[src/rtl/sampler_tag_table_ctrl_pkg.sv]
// Shared sampler package: op encodings, FSM state type, table geometry
// and small bit-vector helpers used by the tag table controller.
package sampler_tag_table_ctrl_pkg;
  localparam int unsigned NUM_ENT = 16;
  localparam int unsigned IDX_W   = 4;
  localparam int unsigned OCC_W   = 5;

  typedef enum logic [1:0] {
    OP_LOOKUP       = 2'b00,
    OP_LOOKUP_ALLOC = 2'b01,
    OP_INVAL        = 2'b10,
    OP_FLUSH        = 2'b11
  } op_e;

  typedef enum logic [2:0] {
    ST_IDLE,
    ST_MATCH,
    ST_DECIDE,
    ST_RESP,
    ST_FLUSH
  } state_e;

  function automatic logic [OCC_W-1:0] popcount(input logic [NUM_ENT-1:0] v);
    logic [OCC_W-1:0] cnt;
    cnt = '0;
    for (int i = 0; i < NUM_ENT; i++) cnt = cnt + OCC_W'(v[i]);
    return cnt;
  endfunction

  // Lowest-index clear bit; result is meaningless when v is all ones.
  function automatic logic [IDX_W-1:0] first_zero(input logic [NUM_ENT-1:0] v);
    logic [IDX_W-1:0] idx;
    idx = '0;
    for (int i = NUM_ENT - 1; i >= 0; i--) if (!v[i]) idx = IDX_W'(i);
    return idx;
  endfunction
endpackage

[src/rtl/sampler_tag_table_ctrl_enc.sv]
// One-hot to index encoder for the registered match vector; relies on at
// most one bit being set, which the allocator guarantees.
module tag_match_encoder_4b
  import sampler_tag_table_ctrl_pkg::*;
(
  input  logic [NUM_ENT-1:0] match_i,
  output logic               hit_o,
  output logic [IDX_W-1:0]   index_o
);
  always_comb begin
    index_o = '0;
    for (int i = 0; i < NUM_ENT; i++) if (match_i[i]) index_o = index_o | IDX_W'(i);
  end

  assign hit_o = |match_i;
endmodule

[src/rtl/sampler_tag_table_ctrl.sv]
// 16-entry fully associative tag table with lookup, lookup-allocate
// (lowest free slot, else round-robin victim), invalidate and serial flush.
module sampler_tag_table_ctrl
  import sampler_tag_table_ctrl_pkg::*;
#(
  parameter int unsigned TAG_W = 26
) (
  input  logic             clock_i,
  input  logic             reset_i,
  input  logic             req_valid_i,
  output logic             req_ready_o,
  input  logic [1:0]       req_op_i,
  input  logic [TAG_W-1:0] req_tag_i,
  input  logic [3:0]       req_index_i,
  output logic             rsp_valid_o,
  input  logic             rsp_ready_i,
  output logic             rsp_hit_o,
  output logic [3:0]       rsp_index_o,
  output logic             rsp_alloc_o,
  output logic             rsp_evict_o,
  output logic [TAG_W-1:0] rsp_evict_tag_o,
  output logic [4:0]       occupancy_o
);
  state_e                         state_q;
  op_e                            op_q;
  logic [TAG_W-1:0]               tag_q;
  logic [NUM_ENT-1:0]             match_q, match_d;
  logic [NUM_ENT-1:0]             valid_q, valid_d;
  logic [NUM_ENT-1:0][TAG_W-1:0]  tags_q;
  logic [IDX_W-1:0]               ptr_q, flush_idx_q;
  logic [OCC_W-1:0]               occ_q;
  logic                           rsp_valid_q, rsp_hit_q, rsp_alloc_q, rsp_evict_q;
  logic [IDX_W-1:0]               rsp_index_q;
  logic [TAG_W-1:0]               rsp_evict_tag_q;

  logic             enc_hit;
  logic [IDX_W-1:0] enc_idx;
  logic             has_free, alloc_now;
  logic [IDX_W-1:0] alloc_idx;
  op_e              req_op;

  tag_match_encoder_4b u_enc (
    .match_i (match_q),
    .hit_o   (enc_hit),
    .index_o (enc_idx)
  );

  assign req_op    = op_e'(req_op_i);
  assign has_free  = ~&valid_q;
  assign alloc_idx = has_free ? first_zero(valid_q) : ptr_q;
  assign alloc_now = (state_q == ST_DECIDE) && !enc_hit && (op_q == OP_LOOKUP_ALLOC);

  always_comb begin
    for (int i = 0; i < NUM_ENT; i++) match_d[i] = valid_q[i] && (tags_q[i] == tag_q);
  end

  // Every valid-bit change funnels through here so occupancy tracks it exactly.
  always_comb begin
    valid_d = valid_q;
    case (state_q)
      ST_IDLE:   if (req_valid_i && req_op == OP_INVAL) valid_d[req_index_i] = 1'b0;
      ST_DECIDE: if (alloc_now) valid_d[alloc_idx] = 1'b1;
      ST_FLUSH:  valid_d[flush_idx_q] = 1'b0;
      default:   ;
    endcase
  end

  // Tag storage is never reset; an entry's tag only matters while valid.
  always_ff @(posedge clock_i) begin
    if (alloc_now) tags_q[alloc_idx] <= tag_q;
  end

  always_ff @(posedge clock_i or posedge reset_i) begin
    if (reset_i) begin
      state_q         <= ST_IDLE;
      op_q            <= OP_LOOKUP;
      tag_q           <= '0;
      match_q         <= '0;
      valid_q         <= '0;
      ptr_q           <= '0;
      flush_idx_q     <= '0;
      occ_q           <= '0;
      rsp_valid_q     <= 1'b0;
      rsp_hit_q       <= 1'b0;
      rsp_index_q     <= '0;
      rsp_alloc_q     <= 1'b0;
      rsp_evict_q     <= 1'b0;
      rsp_evict_tag_q <= '0;
    end else begin
      valid_q <= valid_d;
      occ_q   <= popcount(valid_d);
      case (state_q)
        ST_IDLE: begin
          if (req_valid_i) begin
            op_q <= req_op;
            case (req_op)
              OP_LOOKUP, OP_LOOKUP_ALLOC: begin
                tag_q   <= req_tag_i;
                state_q <= ST_MATCH;
              end
              OP_INVAL: begin
                rsp_valid_q     <= 1'b1;
                rsp_hit_q       <= valid_q[req_index_i];
                rsp_index_q     <= req_index_i;
                rsp_alloc_q     <= 1'b0;
                rsp_evict_q     <= 1'b0;
                rsp_evict_tag_q <= '0;
                state_q         <= ST_RESP;
              end
              default: begin
                flush_idx_q <= '0;
                state_q     <= ST_FLUSH;
              end
            endcase
          end
        end
        ST_MATCH: begin
          match_q <= match_d;
          state_q <= ST_DECIDE;
        end
        ST_DECIDE: begin
          rsp_valid_q     <= 1'b1;
          rsp_hit_q       <= enc_hit;
          rsp_index_q     <= enc_hit ? enc_idx : (alloc_now ? alloc_idx : '0);
          rsp_alloc_q     <= alloc_now;
          rsp_evict_q     <= alloc_now && !has_free;
          rsp_evict_tag_q <= (alloc_now && !has_free) ? tags_q[ptr_q] : '0;
          if (alloc_now && !has_free) ptr_q <= ptr_q + 1'b1;
          state_q         <= ST_RESP;
        end
        ST_FLUSH: begin
          flush_idx_q <= flush_idx_q + 1'b1;
          if (flush_idx_q == IDX_W'(NUM_ENT - 1)) begin
            ptr_q           <= '0;
            rsp_valid_q     <= 1'b1;
            rsp_hit_q       <= 1'b0;
            rsp_index_q     <= '0;
            rsp_alloc_q     <= 1'b0;
            rsp_evict_q     <= 1'b0;
            rsp_evict_tag_q <= '0;
            state_q         <= ST_RESP;
          end
        end
        ST_RESP: begin
          if (rsp_ready_i) begin
            rsp_valid_q <= 1'b0;
            state_q     <= ST_IDLE;
          end
        end
        default: state_q <= ST_IDLE;
      endcase
    end
  end

  assign req_ready_o     = (state_q == ST_IDLE);
  assign rsp_valid_o     = rsp_valid_q;
  assign rsp_hit_o       = rsp_hit_q;
  assign rsp_index_o     = rsp_index_q;
  assign rsp_alloc_o     = rsp_alloc_q;
  assign rsp_evict_o     = rsp_evict_q;
  assign rsp_evict_tag_o = rsp_evict_tag_q;
  assign occupancy_o     = occ_q;
endmodule

[config.mk]
export PLATFORM = sky130hd
export DESIGN_NAME = sampler_tag_table_ctrl
export DESIGN_NICKNAME = d
export VERILOG_FILES = /design/src/rtl/sampler_tag_table_ctrl_pkg.sv /design/src/rtl/sampler_tag_table_ctrl_enc.sv /design/src/rtl/sampler_tag_table_ctrl.sv
export SDC_FILE = /design/constraint.sdc
export NUM_CORES = 1
export LEC_CHECK = 0
export CAP_MARGIN = 20
export CORE_MARGIN = 2
export CORE_UTILIZATION = 60
export CTS_CLUSTER_DIAMETER = 100
export DETAILED_ROUTE_END_ITERATION = 7
export PLACE_DENSITY = 0.87
export SYNTH_ARGS = -nofsm -noshare
export SYNTH_HDL_FRONTEND = slang
export SYNTH_HIERARCHICAL = 1
export SYNTH_SLANG_ARGS = --single-unit
export TNS_END_PERCENT = 1
[constraint.sdc]
create_clock -name clock_i -period 8.15 [get_ports clock_i]
set_input_delay 2.0375 -clock clock_i [delete_from_list [all_inputs] [get_ports clock_i]]
set_output_delay 2.0375 -clock clock_i [all_outputs]
set_load 0.02 [all_outputs]
==> flow_summary_export.csv <==
group,metric,value,unit
status,status,"finished clean",
sta,grt_setup_unrepaired,"false",
power,clkPwrFrac,0.228,
critical_path,critPathMaxFanout,12,
power,p_int,7.22,mW
critical_path,critPathArrivalTime,7.06,ns
synthesis,syn_inst,1769,
finish,nNetsFinal,1886,
sta,worst_pin_slew,0.971,ns
sta,setup_violations,0,
clock_tree,cts_buffers,53,
placement,dp.cells,2359,
clock_tree,cts.sinks,526,
floorplanning,rows,76,
critical_path,cp-start-kind,"input pin",
sta,finalCritPeriodShare,0.799,
placement,port-buffer-count,75,
clock_tree,cts_hold_buf,0,
detailed_routing,met1_length,27200,um
global_routing,grt_remaining_overflow,0,
floorplanning,die_w,213,um
floorplanning,core_area,43100,sq um
synthesis,yosysSeqAreaShare,0.582,
power,seqPwrFrac,0.325,
detailed_routing,wl_met2,34600,um
power,switching_power,4.68,mW
synthesis,synth_nets,1825,
clock_tree,cts-root-buf,"clkbuf_16",
clock_tree,cts_resized,0,
global_routing,grt_pass1_vias,16374,
floorplanning,ios,76,
placement,dp_hpwl,49900,um
sta,period_minus_slack,6.51,ns
finish,syn_to_final_growth,12.9,%
clock_tree,max-clock-path-buffers,3,
critical_path,critPathKind,"input pin to flop",
clock_tree,post_cts.repair.setup_buffers,0,
synthesis,synth_edf_count,416,
hold_path,hp-class,"flop to flop",
detailed_routing,top_layer_used,"met4",
synthesis,synth_cell_types,62,
synthesis,ys.flop_type,"edfxtp_1",
finish,final_cells,2460,
global_routing,grtUsageTotal,0.337,
synthesis,synth_area_leaders,"edfxtp_1, xnor2_1, dfrtp_1",
critical_path,cp-end-kind,"flop",
global_routing,grt_max_degree,76,
detailed_routing,via_per_inst,6.95,
global_routing,grt_pass1_wl,110000,um
flow_run,maxCapViolations,0,
power,switching_share,0.393,
floorplanning,die_h,213,um
sta,finalHoldViolCount,0,
synthesis,synthArstFlopShare,0.209,
sta,tns,0,ns
synthesis,yosys_warnings,6,
detailed_routing,drt_pass1_iterations,6,
critical_path,required,8.70,ns
detailed_routing,wl,74700,um
global_routing,grt_antenna_before_repair,0,
detailed_routing,wl_met3,9440,um
detailed_routing,drtIter0Drc,2965,
floorplanning,dieArea,45300,sq um
clock_tree,cts_tree,"yes",
finish,antennaDiodeCount,0,
sta,maxSlewHeadroom,0.353,
synthesis,syn-cell-area,26200,sq um
floorplanning,start_util,0.608,
clock_tree,worst_skew_pair.late_latency,0.63,ns
power,vdd_drop_max,0.000317,V
sta,fin_skew,0.0314,ns
finish,post-route-util,0.686,
detailed_routing,wl_per_cell,30.4,um
finish,drive_gt1_frac,0.166,
synthesis,synth_area_per_cell,14.8,sq um
power,pwr_density_cell,402,nW/um^2
power,leakage,9.48,nW
clock_tree,ctsHtreeMaxLevel,2,
synthesis,yosys.area.top_type,"edfxtp_1",
detailed_routing,drc,0,
sta,fmax,0.154,GHz
detailed_routing,vias,17100,
detailed_routing,ant_nets,0,
placement,place_congestion,0.970,
synthesis,synth_top_area_frac,0.477,
sta,drv_slew,0,
synthesis,synth-seq-cells,526,
clock_tree,clk_pin_slew_worst_paths,0.06,ns
power,combPwrFrac,0.446,
power groups by stage:
stage	sequential, mW	combinational, mW	clock [mW]
after detailed placement	3.91	5.18	0
final	3.87	5.31	2.72
after floorplan	3.94	3.47	0
after global placement	3.89	5.05	0
after global routing	3.89	5.63	2.82
after CTS	3.86	5.24	2.72
flip-flops by register name, indices dropped and copies added, names as in the netlist:
name / cells
rsp_alloc_o: 1
occupancy_o: 5
rsp_valid_o: 1
state_q: 3
op_q: 2
valid_q: 16
rsp_evict_o: 1
tags_q: 416
rsp_index_o: 4
rsp_evict_tag_o: 26
rsp_hit_o: 1
match_q: 16
flush_idx_q: 4
ptr_q: 4
tag_q: 26
worst paths after layout:
kind,start,endpoint,slack [ns],cells past startpoint
worst min register to register,rsp_evict_o,rsp_evict_o,0.47,1
worst max register to register,match_q[12],occupancy_o[4],2.01,19
max in group asynchronous,reset_i,ptr_q[1],5.31,4
worst max-delay path,req_index_i[1],occupancy_o[4],1.64,18
min in group asynchronous,reset_i,tag_q[19],1.84,2
worst min-delay path,rsp_evict_o,rsp_evict_o,0.47,1
cell families (layout without fill, tap and decap cells):
group | Yosys count | after routing | synth area share
AOI/OAI and AO/OA | 203 | 203 | 0.0563
xor gates and xnor gates | 421 | 421 | 0.141
adders and majority gates | 20 | 20 | 0.0124
buffers and inverters | 149 | 255 | 0.0264
DFF | 526 | 526 | 0.582
muxes | 165 | 165 | 0.116
and+or+nand+nor | 285 | 285 | 0.0660
cells in the mapped netlist, drive strengths merged (4+ instances only):
| library cell | number |
|---|---|
| a22oi | 4 |
| o21ai | 30 |
| buf | 70 |
| dfrtp | 110 |
| fa | 10 |
| mux2 | 29 |
| mux4 | 107 |
| a21o | 5 |
| a211oi | 26 |
| nand2 | 27 |
| nor3 | 41 |
| nor4 | 27 |
| a22o | 47 |
| nand2b | 4 |
| a32oi | 17 |
| clkbuf | 55 |
| edfxtp | 416 |
| ha | 10 |
| nor2 | 8 |
| xor2 | 50 |
| o31ai | 18 |
| mux2i | 29 |
| o31a | 5 |
| xnor2 | 371 |
| nor3b | 6 |
| or4 | 16 |
| nand4 | 102 |
| a21oi | 34 |
| inv | 24 |
| nand3 | 8 |
| nor2b | 34 |
placed cells by master, fill, tap and decap left out, drive strengths merged, types with 30 or more instances in the layout:
cell             n
mux4           107
a21oi           34
buf             56
dfrtp          110
clkdlybuf4s50   75
clkbuf          72
nand4          102
nor2b           34
xnor2          371
nor3            41
xor2            50
o21ai           30
a22o            47
edfxtp         416
stage by stage:
stage	hold slack, ns	area (sq um)	total power, mW	setup slack (ns)
floorplan	0.474	26200	7.41	2.09
global placement	0.458	27600	8.94	1.21
detailed placement	0.467	27600	9.09	1.11
CTS	0.479	29500	11.8	1.72
global route	0.501	29600	12.3	1.40
finish	0.474	29600	11.9	1.64
layer usage:
layer / up-vias / global-route usage
met5: - / 0
met4: 0 / 0.140
met3: 229 / 0.0718
met2: 1329 / 0.515
met1: 8652 / 0.476
li1: 6890 / -
layout make-up:
type / instances / area (sq um)
clock buffer: 72 / 1480
fill: 2765 / 13500
clock inverter: 28 / 469
inverter: 24 / 92.6
sequential: 526 / 15300
timing repair buffer: 131 / 1190
multi-input combinational: 1094 / 10300
tap: 585 / 732
worst max-delay path, stage by stage:
cell,delay (ns)
clkdlybuf4s50_1,0.81
inv_1,0.17
nor3_1,0.37
a32oi_1,0.15
o21ai_0,0.30
o31a_1,0.22
fa_1,0.43
inv_1,0.10
fa_1,0.45
fa_1,0.55
inv_1,0.05
fa_1,0.43
inv_1,0.07
ha_1,0.16
inv_1,0.06
fa_1,0.45
nor2b_1,0.13
o21a_1,0.11
(Power assumes the default switching activity.)
